### config.mk
export PLATFORM = sky130hd
export DESIGN_NAME = pdm_window_counter
export DESIGN_NICKNAME = d
export VERILOG_FILES = /design/src/rtl/pdm_window_counter_pkg.sv /design/src/rtl/pdm_window_counter_clk_gen.sv /design/src/rtl/pdm_window_counter.sv
export SDC_FILE = /design/constraint.sdc
export NUM_CORES = 1
export LEC_CHECK = 0
export ABC_AREA = 0
export BUFFER_PORTS_ARGS = -buffer_cell sky130_fd_sc_hd__buf_2
export CORE_ASPECT_RATIO = 1.2
export CORE_MARGIN = 1
export CORE_UTILIZATION = 55
export DETAILED_ROUTE_END_ITERATION = 10
export PLACE_DENSITY_LB_ADDON = 0.25
export SLEW_MARGIN = 25
export SYNTH_ARGS = -nofsm -noshare
export SYNTH_HDL_FRONTEND = slang
export SYNTH_SLANG_ARGS = --single-unit
### constraint.sdc
create_clock -name clk -period 9.3 [get_ports clk]
set_input_delay 0.465 -clock clk [delete_from_list [all_inputs] [get_ports clk]]
set_output_delay 0.465 -clock clk [all_outputs]
set_load 0.02 [all_outputs]
### src/rtl/pdm_window_counter_pkg.sv
// Shared constants and FSM encoding for the PDM sliding-window ones counter.
package pdm_window_counter_pkg;

    localparam int CNTR_WIDTH  = 10;
    localparam int WIN_LEN_DEF = 1000;
    localparam int CLK_DIV_DEF = 25;

    typedef enum logic {
        FILL = 1'b0,
        RUN  = 1'b1
    } state_t;

endpackage

### src/rtl/pdm_window_counter_clk_gen.sv
// Microphone clock divider. mic_clk toggles every CLK_DIV clk cycles.
// The sample strobe is asserted in the cycle whose clock edge takes
// mic_clk from 0 to 1.
module pdm_clk_gen
    import pdm_window_counter_pkg::*;
#(
    parameter int CLK_DIV = CLK_DIV_DEF
) (
    input  logic clk,
    input  logic rst,
    output logic mic_clk,
    output logic strobe
);

    localparam logic [15:0] DIV_LAST = 16'(CLK_DIV - 1);

    logic [15:0] div_cnt;
    logic        div_hit;

    assign div_hit = (div_cnt == DIV_LAST);
    assign strobe  = div_hit && !mic_clk;

    // Half-period counter; toggles mic_clk on each terminal count.
    always_ff @(posedge clk or posedge rst) begin
        if (rst) begin
            div_cnt <= '0;
            mic_clk <= 1'b0;
        end else if (div_hit) begin
            div_cnt <= '0;
            mic_clk <= ~mic_clk;
        end else begin
            div_cnt <= div_cnt + 16'd1;
        end
    end

endmodule

### src/rtl/pdm_window_counter.sv
// Counts the ones among the last WIN_LEN PDM samples using a ring buffer
// and a running sum. The sample strobe is the sample_en port by default.
// Define PDM_CLK_GEN_EN to generate mic_clk internally instead; the strobe
// then fires on each rising edge of mic_clk.
module pdm_window_counter
    import pdm_window_counter_pkg::*;
#(
    parameter int WIN_LEN = WIN_LEN_DEF,
    parameter int CLK_DIV = CLK_DIV_DEF
) (
    input  logic                  clk,
    input  logic                  rst,
    input  logic                  pdm_data,
`ifdef PDM_CLK_GEN_EN
    output logic                  mic_clk,
`else
    input  logic                  sample_en,
`endif
    output logic [CNTR_WIDTH-1:0] cntr,
    output logic                  cntr_valid
);

    localparam logic [CNTR_WIDTH-1:0] LAST_IDX = CNTR_WIDTH'(WIN_LEN - 1);

    if (WIN_LEN < 2 || WIN_LEN > 1023 || CLK_DIV < 1) begin : g_bad_param
        $error("pdm_window_counter: WIN_LEN must be 2..1023 and CLK_DIV >= 1");
    end

    logic strobe;

`ifdef PDM_CLK_GEN_EN
    pdm_clk_gen #(.CLK_DIV(CLK_DIV)) u_clk_gen (
        .clk     (clk),
        .rst     (rst),
        .mic_clk (mic_clk),
        .strobe  (strobe)
    );
`else
    assign strobe = sample_en;
`endif

    logic [WIN_LEN-1:0]    ring;
    logic [CNTR_WIDTH-1:0] wr_ptr;
    logic [CNTR_WIDTH-1:0] fill_cnt;
    logic [CNTR_WIDTH-1:0] count;
    logic [CNTR_WIDTH-1:0] count_nxt;
    state_t                state_q, state_d;
    logic                  old_bit;
    logic                  emit;

    // State register.
    always_ff @(posedge clk or posedge rst) begin
        if (rst) state_q <= FILL;
        else     state_q <= state_d;
    end

    // Leave FILL on the strobe that stores the WIN_LEN-th sample.
    always_comb begin
        state_d = state_q;
        case (state_q)
            FILL:    if (strobe && fill_cnt == LAST_IDX) state_d = RUN;
            RUN:     state_d = RUN;
            default: state_d = FILL;
        endcase
    end

    // During FILL the ring holds stale data from before reset, so the
    // evicted bit is forced to 0.
    always_comb begin
        old_bit = 1'b0;
        emit    = 1'b0;
        if (state_q == RUN) begin
            old_bit = ring[wr_ptr];
            emit    = strobe;
        end else begin
            emit    = strobe && (fill_cnt == LAST_IDX);
        end
    end

    // The running sum stays within 0..WIN_LEN: a bit is only subtracted
    // after it has been added to the sum.
    assign count_nxt = count + CNTR_WIDTH'(pdm_data) - CNTR_WIDTH'(old_bit);

    // Ring storage is not reset. FILL masks any stale contents.
    always_ff @(posedge clk) begin
        if (strobe) ring[wr_ptr] <= pdm_data;
    end

    // Pointer, fill progress, running sum and registered outputs.
    always_ff @(posedge clk or posedge rst) begin
        if (rst) begin
            wr_ptr     <= '0;
            fill_cnt   <= '0;
            count      <= '0;
            cntr       <= '0;
            cntr_valid <= 1'b0;
        end else begin
            cntr_valid <= emit;
            if (strobe) begin
                wr_ptr <= (wr_ptr == LAST_IDX) ? '0 : wr_ptr + 1'b1;
                count  <= count_nxt;
                if (state_q == FILL) fill_cnt <= fill_cnt + 1'b1;
            end
            if (emit) cntr <= count_nxt;
        end
    end

endmodule

==> flow_summary.yaml <==
die:
  dieArea_um2: 84000
  start_util: 0.556
  die-height_um: 317
  die_w_um: 265
  core_um2: 82000
  num_io_pins: 15
  fp-row-count: 115
logic_synthesis:
  synth_top_flop_cell: "edfxtp_1"
  netlist-cell-type-count: 73
  yosysMostFrequentCell: "nor2_1"
  synth_edf_count: 1000
  netlist_area_um2: 45600
  synth_top_area_share: 0.659
  netlist_instances: 3472
  synthesis.nets: 3492
  synth_area_leaders: "edfxtp_1, mux2i_1, nor2_1"
  synthArstFlopShare: 0.0403
  synth_top_cell_by_area: "edfxtp_1"
  synth_common_cells: "nor2_1, edfxtp_1, mux2i_1"
  ys_seq_area_frac: 0.682
  synth.ff_latch_count: 1042
  ys_warn_count: 0
  syn_area_per_cell_um2: 13.1
min_path:
  hp-class: "primary input to flop"
finish:
  fin_nets: 3417
  area_growth_pct: 9.29
  fillers: 6300
  antennaDiodeCount: 0
  drive_gt1_frac: 0.104
  final_core_util: 0.607
run_status:
  status: "finished clean"
power:
  powerDensity_nw_per_um2: 245
  p_clk_frac: 0.339
  ir_drop_v: 0.000153
  p_comb_frac: 0.225
  swShare: 0.307
  seq_power_share: 0.436
  p_sw_w: 0.00374
  power_leakage_nw: 15.8
  p_int_w: 0.00844
timing:
  period_share: 0.766
  max_freq_mhz: 140
  hold_viol_final: 0
  report.final.setup_viol: 0
  max_slew_margin: 0.202
  worstMarginPinSlew_ns: 1.20
  setup_slack_ns: 2.17
  fin_tns_setup_ns: 0
  holdWs_ns: 0.310
  min_period_ns: 7.13
  clock_skew_ns: 0.0330
  slew_violations: 0
  rsz0062_at_grt: "no"
clocking:
  numCtsBuffers: 102
  clockBufferDepth: 3
  post_cts_resized: 0
  clk_pin_slew_worst_paths_ns: 0.06
  cts_max_level: 3
  worstSkewPairLatency_ns: 0.69
  root_buffer: "clkbuf_16"
  post_cts.repair.setup_buffers: 0
  clock-sinks: 1042
  cts_tree: "done"
flow_run:
  drv_cap: 0
place:
  dp.final_hpwl_mm: 80.8
  place_ws_ns: 2.41
  gp_congestion: 0.942
  io_buffers: 14
detailed_routing:
  drt_iter0_drc: 5080
  vias: 30280
  drt_wl_total_mm: 139
  wl_per_cell_um: 30.6
  drc: 0
  firstDrtPassIters: 6
  ant_nets: 0
  viasPerCell: 6.68
grt:
  grt_pass1_wl_mm: 198
  antenna_found_initial: 0
  grt_start_max_net_pins: 262
  grt_pass1_vias: 29653
  track_usage: 0.329
  overflow: 0
setup_path:
  path_max_fanout: 22
  crit_type: "flop to flop"
  crit_required_ns: 9.85
  cp_data_arrival_time_ns: 7.67
  cp-start-kind: "flop"
  setup.worst_path.end_class: "flop"
==> layout by cell type, fill, tap and decap left out, drive strengths merged, types with 12 or more instances in the layout <==
cell | synthesis | final
inv | 22 | 25
edfxtp | 1000 | 1000
mux4 | 56 | 56
dfrtp | 42 | 42
clkbuf | 198 | 130
nor2 | 1049 | 1049
mux2 | 13 | 13
buf | 86 | 104
nor4 | 36 | 36
ha | 15 | 15
o21ai | 30 | 30
clkinv | 1 | 46
nand3 | 59 | 59
a21oi | 12 | 12
o22ai | 175 | 175
mux2i | 398 | 398
nand2 | 125 | 125
==> flip-flops by register name, summed over array words and instances (netlist names) <==
register    count
ring         1000
cntr           10
wr_ptr         10
count          10
state_q         1
fill_cnt       10
cntr_valid      1
==> layout make-up <==
class	instances	area, um2	share of cell area
inverters	23	87.6	0.00176
clock inverters	57	490	0.00985
well taps	1053	1320	0.0265
flip-flops and latches	1042	31100	0.624
clock buffers	130	2810	0.0565
repair buffers	105	840	0.0169
multi-input cells	2123	13200	0.264
==> metal layers <==
| layer | track usage | wire, um |
|---|---|---|
| met5 | 0 | 0 |
| met4 | 0.182 | 8520 |
| met3 | 0.0844 | 17300 |
| met2 | 0.519 | 64200 |
| met1 | 0.420 | 48700 |
==> power by group through the flow <==
stage	logic (W)	clock network (W)	registers [W]
finish	0.00274	0.00413	0.00531
global route	0.00283	0.00432	0.00531
CTS	0.00266	0.00414	0.00530
detailed placement	0.00264	0	0.00540
global placement	0.00260	0	0.00539
floorplan	0.00176	0	0.00533
==> critical path, cell delays in order (launching register included) <==
cell and delay, ns:
dfrtp_1 0.90, buf_4 0.34, or4bb_2 0.82, o22ai_1 0.18, or4_1 0.58, nor2_1 0.23
o22ai_1 0.11, a211o_1 0.36, or4_1 0.55, o41a_1 0.52, ha_1 0.31, inv_1 0.06
ha_1 0.16, inv_1 0.07, fa_1 0.40, nor2b_1 0.12, o21ai_0 0.10, a21boi_0 0.25
o21ai_0 0.14, a21boi_0 0.28, o21a_1 0.17, nor3_1 0.06, o31ai_1 0.26
==> repair_timing <==
item / in CTS / in global routing
endpoints found under the hold margin: 0 / 38
setup endpoints to repair: 0 / 0
hold buffers: 0 / 1
==> per-stage QoR <==
step / area, um2 / power, W / cells
global placement: 46500 / 0.00799 / 4345
CTS: 49800 / 0.0121 / 4532
finish: 49800 / 0.0122 / 4533
floorplan: 45600 / 0.00709 / 3472
detailed placement: 46500 / 0.00804 / 4345
global route: 49800 / 0.0125 / 4533
==> logic make-up (layout without fill, tap and decap cells) <==
family,count (synthesis),in the layout,share of synthesized area
buffers and inverters,307,315,0.0311
and+or+nand+nor,1342,1342,0.120
DFF,1042,1042,0.682
AOI/OAI and AO/OA,278,278,0.0397
muxes,467,467,0.118
xor gates and xnor gates,20,20,0.00384
adders and majority gates,16,16,0.00456
==> worst paths after layout <==
| check | depth (start not counted) | slack [ns] | start | end |
|---|---|---|---|---|
| max in group asynchronous | 3 | 8.29 | rst | wr_ptr[1] |
| max reg2reg | 22 | 2.17 | wr_ptr[2] | cntr[8] |
| min | 1 | 0.31 | pdm_data | ring[280] |
| min reg2reg | 1 | 0.46 | fill_cnt[7] | fill_cnt[7] |
| max | 22 | 2.17 | wr_ptr[2] | cntr[8] |
| min in group asynchronous | 3 | 0.45 | rst | fill_cnt[7] |
Power figures use the tool's default switching activity.
